## config.mk

```make
export PLATFORM = sky130hd
export DESIGN_NAME = vx_hpdcache_lane_arbiter
export DESIGN_NICKNAME = d
export VERILOG_FILES = /design/src/rtl/vx_hpdcache_lane_arbiter.sv
export SDC_FILE = /design/constraint.sdc
export NUM_CORES = 1
export LEC_CHECK = 0
export ABC_CLOCK_PERIOD_IN_PS = 6740
export BUFFER_PORTS_ARGS = -buffer_cell sky130_fd_sc_hd__buf_2
export CORE_AREA = 4 4 235 237
export CTS_CLUSTER_SIZE = 40
export DETAILED_ROUTE_END_ITERATION = 7
export DIE_AREA = 0 0 239 241
export GPL_TIMING_DRIVEN = 0
export HOLD_SLACK_MARGIN = 0.1
export PLACE_DENSITY = 0.59
export SLEW_MARGIN = 5
export SYNTH_ARGS = -nofsm -noshare
export SYNTH_HDL_FRONTEND = slang
export SYNTH_SLANG_ARGS = --single-unit
```

## constraint.sdc

```tcl
create_clock -name clk_i -period 6.74 [get_ports clk_i]
set_input_delay 0.674 -clock clk_i [delete_from_list [all_inputs] [get_ports clk_i]]
set_output_delay 0.674 -clock clk_i [all_outputs]
set_load 0.01 [all_outputs]
```

## src/rtl/vx_hpdcache_lane_arbiter.sv

```systemverilog
// vx_hpdcache_lane_arbiter
//   Merges NUM_REQS core lanes onto the single HPDCache adapter request channel.
//   Reads and flushes get a tid from a pool. Writes carry tid 0 and expect no response.
//   Responses cannot be back-pressured, so they land in a tid-deep FIFO.
//   Each response is routed back to its lane with that lane's original core tag.
//   Optional feature macro: VX_HPDCACHE_FLUSH_DRAIN_EN
//     Defined: a flush waits until nothing is outstanding, then blocks every lane
//     until its own response has been consumed.
//     Undefined: a flush is arbitrated like a read.

`ifndef MEM_ADDR_WIDTH
`define MEM_ADDR_WIDTH 32
`endif
`ifndef XLEN
`define XLEN 32
`endif

// Per-lane request eligibility and response-valid decode.
module vx_hpdcache_lane_arbiter_lane #(
    parameter int                LANE_W  = 2,
    parameter logic [LANE_W-1:0] LANE_ID = '0
) (
    input  logic              req_valid_i,
    input  logic              req_rw_i,
    input  logic              req_flush_i,
    input  logic              tid_avail_i,
    input  logic              flush_ok_i,
    input  logic              blocked_i,
    input  logic              rsp_head_valid_i,
    input  logic [LANE_W-1:0] rsp_head_lane_i,
    output logic              elig_o,
    output logic              rsp_valid_o
);
    // Writes never need a tid. A flush may have a stricter gate than a read.
    assign elig_o      = req_valid_i & ~blocked_i &
                         (req_rw_i | (req_flush_i ? flush_ok_i : tid_avail_i));
    assign rsp_valid_o = rsp_head_valid_i & (rsp_head_lane_i == LANE_ID);
endmodule

module vx_hpdcache_lane_arbiter #(
    parameter int NUM_REQS   = 4,
    parameter int ADDR_WIDTH = `MEM_ADDR_WIDTH,
    parameter int DATA_WIDTH = `XLEN,
    parameter int TAG_WIDTH  = 8,
    parameter int NUM_TIDS   = 8,
    parameter int TID_WIDTH  = $clog2(NUM_TIDS)
) (
    input  logic                                     clk_i,
    input  logic                                     reset_n_i,
    input  logic [NUM_REQS-1:0]                      core_req_valid_i,
    output logic [NUM_REQS-1:0]                      core_req_ready_o,
    input  logic [NUM_REQS-1:0]                      core_req_rw_i,
    input  logic [NUM_REQS-1:0]                      core_req_flush_i,
    input  logic [NUM_REQS-1:0][ADDR_WIDTH-1:0]      core_req_addr_i,
    input  logic [NUM_REQS-1:0][DATA_WIDTH-1:0]      core_req_data_i,
    input  logic [NUM_REQS-1:0][DATA_WIDTH/8-1:0]    core_req_byteen_i,
    input  logic [NUM_REQS-1:0][TAG_WIDTH-1:0]       core_req_tag_i,
    output logic [NUM_REQS-1:0]                      core_rsp_valid_o,
    input  logic [NUM_REQS-1:0]                      core_rsp_ready_i,
    output logic [NUM_REQS-1:0][DATA_WIDTH-1:0]      core_rsp_data_o,
    output logic [NUM_REQS-1:0][TAG_WIDTH-1:0]       core_rsp_tag_o,
    output logic                                     mem_req_valid_o,
    input  logic                                     mem_req_ready_i,
    output logic                                     mem_req_rw_o,
    output logic                                     mem_req_flush_o,
    output logic [ADDR_WIDTH-1:0]                    mem_req_addr_o,
    output logic [DATA_WIDTH-1:0]                    mem_req_data_o,
    output logic [DATA_WIDTH/8-1:0]                  mem_req_byteen_o,
    output logic [TID_WIDTH-1:0]                     mem_req_tag_o,
    input  logic                                     mem_rsp_valid_i,
    input  logic [DATA_WIDTH-1:0]                    mem_rsp_data_i,
    input  logic [TID_WIDTH-1:0]                     mem_rsp_tag_i
);
    localparam int LANE_W = (NUM_REQS > 1) ? $clog2(NUM_REQS) : 1;

    // tid table: busy bits are reset; the payload is only read while busy
    logic [NUM_TIDS-1:0]  busy_q;
    logic [LANE_W-1:0]    tbl_lane_q  [NUM_TIDS];
    logic [TAG_WIDTH-1:0] tbl_tag_q   [NUM_TIDS];
    logic [NUM_TIDS-1:0]  tbl_flush_q;

    // response FIFO: extra pointer bit tells full from empty
    logic [TID_WIDTH-1:0]  fifo_tid_q  [NUM_TIDS];
    logic [DATA_WIDTH-1:0] fifo_data_q [NUM_TIDS];
    logic [TID_WIDTH:0]    wptr_q, rptr_q, fifo_cnt;
    logic                  fifo_empty;

    logic [LANE_W-1:0]    rr_q;
    logic [NUM_REQS-1:0]  elig;
    logic                 gnt_vld;
    logic [LANE_W-1:0]    gnt_idx;
    logic                 mreq_hs, alloc, push, pop;
    logic                 tid_avail, flush_ok, blocked;
    logic [TID_WIDTH-1:0] free_tid, head_tid;
    logic [LANE_W-1:0]    head_lane;

    assign fifo_empty = (wptr_q == rptr_q);
    assign fifo_cnt   = wptr_q - rptr_q;
    assign head_tid   = fifo_tid_q[rptr_q[TID_WIDTH-1:0]];
    assign head_lane  = tbl_lane_q[head_tid];
    assign tid_avail  = ~&busy_q;

    // Lowest-index free tid, taken from the registered busy vector
    always_comb begin
        free_tid = '0;
        for (int t = NUM_TIDS - 1; t >= 0; t--)
            if (!busy_q[t]) free_tid = TID_WIDTH'(t);
    end

`ifdef VX_HPDCACHE_FLUSH_DRAIN_EN
    logic flush_pend_q;
    assign flush_ok = (busy_q == '0) & fifo_empty;
    assign blocked  = flush_pend_q | ~reset_n_i;

    // Outstanding flush: set when it issues, cleared when its response is consumed
    always_ff @(posedge clk_i or negedge reset_n_i) begin
        if (!reset_n_i)                            flush_pend_q <= 1'b0;
        else if (alloc && mem_req_flush_o)         flush_pend_q <= 1'b1;
        else if (pop && tbl_flush_q[head_tid])     flush_pend_q <= 1'b0;
    end
`else
    assign flush_ok = tid_avail;
    assign blocked  = ~reset_n_i;
`endif

    for (genvar g = 0; g < NUM_REQS; g++) begin : g_lane
        vx_hpdcache_lane_arbiter_lane #(
            .LANE_W  (LANE_W),
            .LANE_ID (LANE_W'(g))
        ) u_lane (
            .req_valid_i      (core_req_valid_i[g]),
            .req_rw_i         (core_req_rw_i[g]),
            .req_flush_i      (core_req_flush_i[g]),
            .tid_avail_i      (tid_avail),
            .flush_ok_i       (flush_ok),
            .blocked_i        (blocked),
            .rsp_head_valid_i (~fifo_empty),
            .rsp_head_lane_i  (head_lane),
            .elig_o           (elig[g]),
            .rsp_valid_o      (core_rsp_valid_o[g])
        );
    end

    // Round-robin pick: the first eligible lane at or after rr_q
    always_comb begin
        gnt_vld = 1'b0;
        gnt_idx = '0;
        for (int k = 0; k < NUM_REQS; k++) begin
            if (!gnt_vld && elig[(int'(rr_q) + k) % NUM_REQS]) begin
                gnt_vld = 1'b1;
                gnt_idx = LANE_W'((int'(rr_q) + k) % NUM_REQS);
            end
        end
    end

    // Granted lane passes straight through to the adapter channel
    always_comb begin
        core_req_ready_o          = '0;
        core_req_ready_o[gnt_idx] = gnt_vld & mem_req_ready_i;
        mem_req_valid_o           = gnt_vld;
        mem_req_rw_o              = core_req_rw_i[gnt_idx];
        mem_req_flush_o           = core_req_flush_i[gnt_idx];
        mem_req_addr_o            = core_req_addr_i[gnt_idx];
        mem_req_data_o            = core_req_data_i[gnt_idx];
        mem_req_byteen_o          = core_req_byteen_i[gnt_idx];
        mem_req_tag_o             = core_req_rw_i[gnt_idx] ? '0 : free_tid;
    end

    assign mreq_hs = mem_req_valid_o & mem_req_ready_i;
    assign alloc   = mreq_hs & ~mem_req_rw_o;
    assign push    = mem_rsp_valid_i & busy_q[mem_rsp_tag_i];
    assign pop     = ~fifo_empty & core_rsp_ready_i[head_lane];

    // Response payload is broadcast; only the owning lane sees valid
    always_comb begin
        for (int l = 0; l < NUM_REQS; l++) begin
            core_rsp_data_o[l] = tbl_flush_q[head_tid] ? '0
                                 : fifo_data_q[rptr_q[TID_WIDTH-1:0]];
            core_rsp_tag_o[l]  = tbl_tag_q[head_tid];
        end
    end

    // RR pointer moves past the winner only on an accepted request
    always_ff @(posedge clk_i or negedge reset_n_i) begin
        if (!reset_n_i)   rr_q <= '0;
        else if (mreq_hs) rr_q <= (gnt_idx == LANE_W'(NUM_REQS - 1)) ? '0 : gnt_idx + 1'b1;
    end

    // Busy bits: allocation and free never hit the same tid in one cycle
    always_ff @(posedge clk_i or negedge reset_n_i) begin
        if (!reset_n_i) begin
            busy_q <= '0;
        end else begin
            if (alloc) busy_q[free_tid] <= 1'b1;
            if (pop)   busy_q[head_tid] <= 1'b0;
        end
    end

    // tid table payload, captured on allocation
    always_ff @(posedge clk_i) begin
        if (alloc) begin
            tbl_lane_q[free_tid]  <= gnt_idx;
            tbl_tag_q[free_tid]   <= core_req_tag_i[gnt_idx];
            tbl_flush_q[free_tid] <= mem_req_flush_o;
        end
    end

    // FIFO storage
    always_ff @(posedge clk_i) begin
        if (push) begin
            fifo_tid_q[wptr_q[TID_WIDTH-1:0]]  <= mem_rsp_tag_i;
            fifo_data_q[wptr_q[TID_WIDTH-1:0]] <= mem_rsp_data_i;
        end
    end

    // FIFO pointers
    always_ff @(posedge clk_i or negedge reset_n_i) begin
        if (!reset_n_i) begin
            wptr_q <= '0;
            rptr_q <= '0;
        end else begin
            if (push) wptr_q <= wptr_q + 1'b1;
            if (pop)  rptr_q <= rptr_q + 1'b1;
        end
    end

    // A response for a tid that is not outstanding is dropped and flagged
    a_spurious_rsp: assert property (@(posedge clk_i) disable iff (!reset_n_i)
        mem_rsp_valid_i |-> busy_q[mem_rsp_tag_i])
        else $warning("spurious response, tid %0d not busy", mem_rsp_tag_i);

endmodule

```

# After elaboration in Yosys (flattened, before gate mapping)

Memory sizes are Yosys's and may differ from the RTL's.
Index checks and enable logic that the tools add are counted.

Register bits: 26
Bits in writable memories: 360
Memories: 4

Add/subtract/negate cells: 6
Order comparisons: 12
Equality and inequality tests: 5
Muxes and demuxes: 61
Bitwise gates (word level): 29
Reductions and logical operators: 15

Memories:

| name        | words | width | read ports | clocked after Yosys merged registers in | write ports | RTL line | RTL |
|---|---|---|---|---|---|---|---|
| fifo_data_q | 8     | 32    | 1          | 0                                       | 1           | 84       | `logic [DATA_WIDTH-1:0] fifo_data_q [NUM_TIDS];` |
| tbl_tag_q   | 8     | 8     | 1          | 0                                       | 1           | 79       | `logic [TAG_WIDTH-1:0] tbl_tag_q [NUM_TIDS];` |
| fifo_tid_q  | 8     | 3     | 1          | 0                                       | 1           | 83       | `logic [TID_WIDTH-1:0] fifo_tid_q [NUM_TIDS];` |
| tbl_lane_q  | 8     | 2     | 1          | 0                                       | 1           | 78       | `logic [LANE_W-1:0] tbl_lane_q [NUM_TIDS];` |

Operators with widths:

| operator              | number |
|---|---|
| $bmux W32 S2          | 2 |
| $mux W32              | 3 |
| $mux W3               | 9 |
| $lt A3 B4 Y1 const B  | 6 |
| $mux W8               | 3 |
| $mux W1               | 23 |
| $and A1 B1 Y1         | 16 |
| $bmux W8 S2           | 1 |
| $bmux W1 S2           | 7 |
| $mux W2               | 5 |
| $lt A2 B3 Y1 const B  | 3 |
| $add A4 B1 Y4 const B | 2 |
| $and A8 B8 Y8         | 1 |
| $bmux W4 S2           | 1 |
| $bwmux W8             | 1 |
| $not A8 Y8            | 1 |
| $or A8 B8 Y8          | 1 |
| $reduce_and A8 Y1     | 1 |
| $bmux W1 S3           | 2 |
| $demux W1 S3          | 2 |
| $eq A2 B2 Y1 const B  | 3 |
| $ge A3 B1 Y1 const B  | 2 |
| $logic_and A1 B1 Y1   | 6 |
| $reduce_or A2 Y1      | 3 |
| 13 further kinds      | 24 |

# Logic depth before layout (Yosys ltp)

Depth after elaboration: 23
Depth in mapped cells: 11
Mapped depth without buffers: 9

# By module

A second synthesis with hierarchy kept.

Cells, all modules: 1495
Area total of the unflattened synthesis: 18669.2 µm²

Modules (own cells, without submodules):

| module                                                | instances | cells an instance | area an instance (µm²) |
|---|---|---|---|
| vx_hpdcache_lane_arbiter                              | 1         | 1473              | 18540.3 |
| vx_hpdcache_lane_arbiter_lane at g_lane[1].u_lane ... | 2         | 6                 | 32.5 |
| vx_hpdcache_lane_arbiter_lane at g_lane[0].u_lane     | 1         | 5                 | 32.5 |
| vx_hpdcache_lane_arbiter_lane at g_lane[3].u_lane     | 1         | 5                 | 31.3 |

# Worst setup path before layout

OpenSTA, ideal clock, no wires.

Path type: input -> register
From: in mem_rsp_tag_i[0]
To: mem fifo_data_q[0][0] (netlist name) (enable)
Library setup time: 471 ps
Data arrival time: 3919 ps
Setup slack: 2350 ps
Cell stages on the path: 5
Buffers on the path: 0
Path through: mux4_2 > mux2_2 > nand2_1 > or2_2 > nor3_1

Word-level cells in the longest chain between the ends: 5

Ends and longest elaborated chain:

| item                          | RTL line | RTL |
|---|---|---|
| start, declared               | 72       | `input logic [TID_WIDTH-1:0] mem_rsp_tag_i` |
| $bmux W1 S3                   | 171      | `assign push = mem_rsp_valid_i & busy_q[mem_rsp_tag_i];` |
| $mux W1 (implied by the code) | 171      |  |
| $and A1 B1 Y1                 | 171      |  |
| $mux W1                       | 210      | `if (push) begin` |
| $mux W1 (implied by the code) | 212      | `fifo_data_q[wptr_q[TID_WIDTH-1:0]] <= mem_rsp_data_i;` |
| end, declared                 | 84       |  |

No other way between the ends. The select of a mux whose other input is x is not followed.

# Final worst setup path

From: in reset_n_i
To: out mem_req_data_o[26]

Word-level cells in the longest chain between the ends: 16
Elaborated cells on any way between the ends: 34

Ends and longest elaborated chain:

| item                             | RTL line | RTL |
|---|---|---|
| start, declared                  | 49       | `input logic reset_n_i,` |
| $and A1 B1 Y1 (2 in series)      | 35       | `assign elig_o = req_valid_i & ~blocked_i &` |
| $bmux W1 S2                      | 149      | `if (!gnt_vld && elig[(int'(rr_q) + k) % NUM_REQS]) begin` |
| $mux W1 (implied by the code)    | 149      |  |
| $mux W1                          | 149      |  |
| $logic_not A1 Y1                 | 149      |  |
| $logic_and A1 B1 Y1              | 149      |  |
| $mux W1                          | 149      |  |
| $logic_not A1 Y1                 | 149      |  |
| $logic_and A1 B1 Y1              | 149      |  |
| $mux W1                          | 149      |  |
| $logic_not A1 Y1                 | 149      |  |
| $logic_and A1 B1 Y1              | 149      |  |
| $mux W2 *                        | 149      |  |
| $bmux W32 S2 *                   | 164      | `mem_req_data_o = core_req_data_i[gnt_idx];` |
| $mux W32 (implied by the code) * | 164      |  |
| end, declared                    | 67       | `output logic [DATA_WIDTH-1:0] mem_req_data_o,` |

Mark *: on every way between the ends. The rest lies on a longest branch, timed or not. The select of a mux whose other input is x is not followed.

==> out/results.ini <==
[setup_path]
critPathLaunchType=input port
path_delay_family=buffers and inverters
worstPathRequired_ns=6.07
worst_path_max_delay_cell=clkbuf_1
rrSetupSlack_ns=2.22
crit_chain=dlygate4sd3_1 > buf_2 > and2_1 > o311ai_0 > a21oi_1 > inv_1 > and2_1 > inv_2 > clkbuf_1 > clkbuf_1 > nand2_1 > and3_1 > a31oi_1 > buf_2
reg2regPathDepth=10
regToRegEndpoint=tbl_tag_q[0][0]
path_buf_inv=7
endpoint_kind=output port
max_stage_delay_ns=0.67
path_max_fanout=24
worstSetupPathType=input port to output port
worst_ep_arrival_time_ns=5.58
cp.depth=14
r2r_start=busy_q[7]

[floorplan]
fp.dieArea_um2=57600
chipWidth_um=239
initial_utilization_pct=35.09
die_h_um=241
rows=85
coreArea_um2=53280
io_pins=601

[timing]
fin_hold_ws_ns=0.3865
tightestPinTransition_ns=1.095
hold_viol_final=0
slew_headroom_pct=27.02
fmax_mhz=159.8
slew_violations=0
setup_viol=0
rsz0062_at_grt=no
period_share_pct=92.82
clock_skew_ns=0.01528
fin_crit_ns=6.256

[clocking]
path_clk_slew_ns=0.07
cts.sinks=386
cts_inserted_buffers=41
cts_root_buf=clkbuf_16
cts_setup_buffers=0
clockBufferDepth=3
clk_latency_ns=0.56
cts_tree=done
h-tree-depth=2

[routing]
wl_met1_mm=29.24
drt_iter0_markers=1437
vias=14761
drcViolationCount=0
top_layer_used=met5
dr_wl_met2_mm=34.32
viasPerCell=5.203
ant_nets=0
routed_wl_mm=70.57
wl_per_cell_um=24.87
wl_met3_mm=4.944
drt_first_pass_iters=7

[worst_hold_path]
hp-class=input port to flip-flop
min_to=fifo_data_q[4][5]
hp-start=mem_rsp_data_i[5]
hold-path-cell-count=1

[power_and_ir_drop]
power.leakage_nw=10.12
power_density_nw_per_um2=476.1
total_power_w=0.01160
peakVddDrop_mv=0.3310

[job]
max-cap-violations=0

[cells_and_area]
nets=2470
final_util_pct=45.74
area_delta_synth_final_pct=30.37
drive_gt1_share_pct=43.57
n_fill_cell=4910

[synth]
synth_nets=1804
synth-edff-count=368
yosys_warnings=0
netlist_top_cells_count=368 x edfxtp_1, 348 x nand2_1, 124 x buf_4
syn_area_um2=18700
synthFlopType=edfxtp_1
ys_types=48
synth_cells=1439
synth_top_area_share_pct=59.11
ys_seq_area_share_pct=61.52
postSynthAreaPerCell_um2=12.99
ys_top_cells_by_area=edfxtp_1 59%, mux4_2 8.8%, nand2_1 7.0%
synth_most_common_cell=edfxtp_1
synth.largest_area_cell=edfxtp_1
ys_ff_latch=386
synth_async_sr_flop_share_pct=4.663

[place]
place_congestion=1.019
portBuffers=600
dp_hpwl_mm=55.32

[global_route]
grt_max_degree=25
grt-ovfl-total=0
grt_pass1_wl_mm=98.44
antenna_found_initial=13
grt.total_usage_pct=23.39
grt_pass1_vias=14590

[run_status]
outcome=complete, no violations

## through the flow
step / TNS, ns / instance area [µm²] / setup slack [ns] / std cells
after floorplan: 0 / 18700 / 2.350 / 1439
after global placement: -40.91 / 22570 / -0.7182 / 2735
after detailed placement: 0 / 22960 / 0.9788 / 2757
after CTS: 0 / 24360 / 0.3758 / 2833
after global routing: 0 / 24370 / 0.06139 / 2834
final: 0 / 24370 / 0.4837 / 2837
## final cells by class
class / instances / area (µm²) / area share [%]
clock inverters: 32 / 332.8 / 1.366
plain buffers: 212 / 1281 / 5.257
multi-input cells: 832 / 5976 / 24.52
well taps: 696 / 870.8 / 3.573
diodes: 4 / 10.01 / 0.04107
repair buffers: 623 / 3313 / 13.59
clock buffers: 43 / 1055 / 4.328
inverters: 9 / 33.78 / 0.1386
flip-flops and latches: 386 / 11500 / 47.19
## worst max-delay path by stage
| stage | start | endpoint | slack [ns] |
|---|---|---|---|
| 6_report | reset_n_i | mem_req_data_o[26] | 0.48 |
| 5_1_grt | reset_n_i | mem_req_data_o[26] | 0.06 |
| 4_1_cts | reset_n_i | mem_req_data_o[26] | 0.38 |
| 3_5_place_dp | reset_n_i | mem_req_data_o[26] | 0.98 |
| 3_3_place_gp | mem_rsp_tag_i[0] | fifo_data_q[0][17] | -0.72 |
| 2_1_floorplan | mem_rsp_tag_i[0] | fifo_data_q[0][0] | 2.35 |
## cell usage in the layout, fill, tap and decap left out, drive strengths merged, types with 2 or more instances in the layout
cell and count:
buf 768, edfxtp 368, nand2 349, clkbuf 109, and3 83, a31oi 77
mux4 73, mux2i 64, nor2 46, o21ai 26, clkinv 24, mux2 20
dfrtp 18, o211ai 10, inv 9, xnor2 8, a211oi 8, o32a 8
nand3 7, a21oi 6, ha 6, bufinv 6, and2 5, o311ai 5
nor3 5, diode 4, nand4 4, nand2b 4, o311a 3, o31ai 2
o22ai 2, a221o 2, a21boi 2, clkinvlp 2
## per-layer routing
layer / vias up / global-route usage [%]
met5: - / 0
met4: 6 / 7.083
met3: 111 / 4.708
met2: 643 / 38.15
met1: 7429 / 31.93
li1: 6572 / -
## power by group
group | internal [W] | switching, W
Clock | 0.00137 | 0.000930
Sequential | 0.00282 | 0.0000686
Combinational | 0.00292 | 0.00349
## kinds of logic after synthesis
kind of cell | share of synthesized area (%)
adder cells (fa/ha/maj) | 0.4015
AO/OA/AOI/OAI | 5.535
multiplexers | 13.45
buffers and inverters | 7.027
XOR/XNOR | 0.4217
AND/OR/NAND/NOR | 11.65
flip-flops | 61.52
## flip-flops by register name, indices dropped and copies added (netlist names), 4 cells and up
name / cells
tbl_flush_q: 8
fifo_data_q: 256
busy_q: 8
wptr_q: 4
tbl_lane_q: 16
rptr_q: 4
tbl_tag_q: 64
fifo_tid_q: 24
## repair_timing
item,CTS,global route
gates resized for setup,0,0
endpoints found under the hold margin,17,0
endpoints found under the setup margin,0,0
hold buffers,1,0
Power figures use the tool's default switching activity.
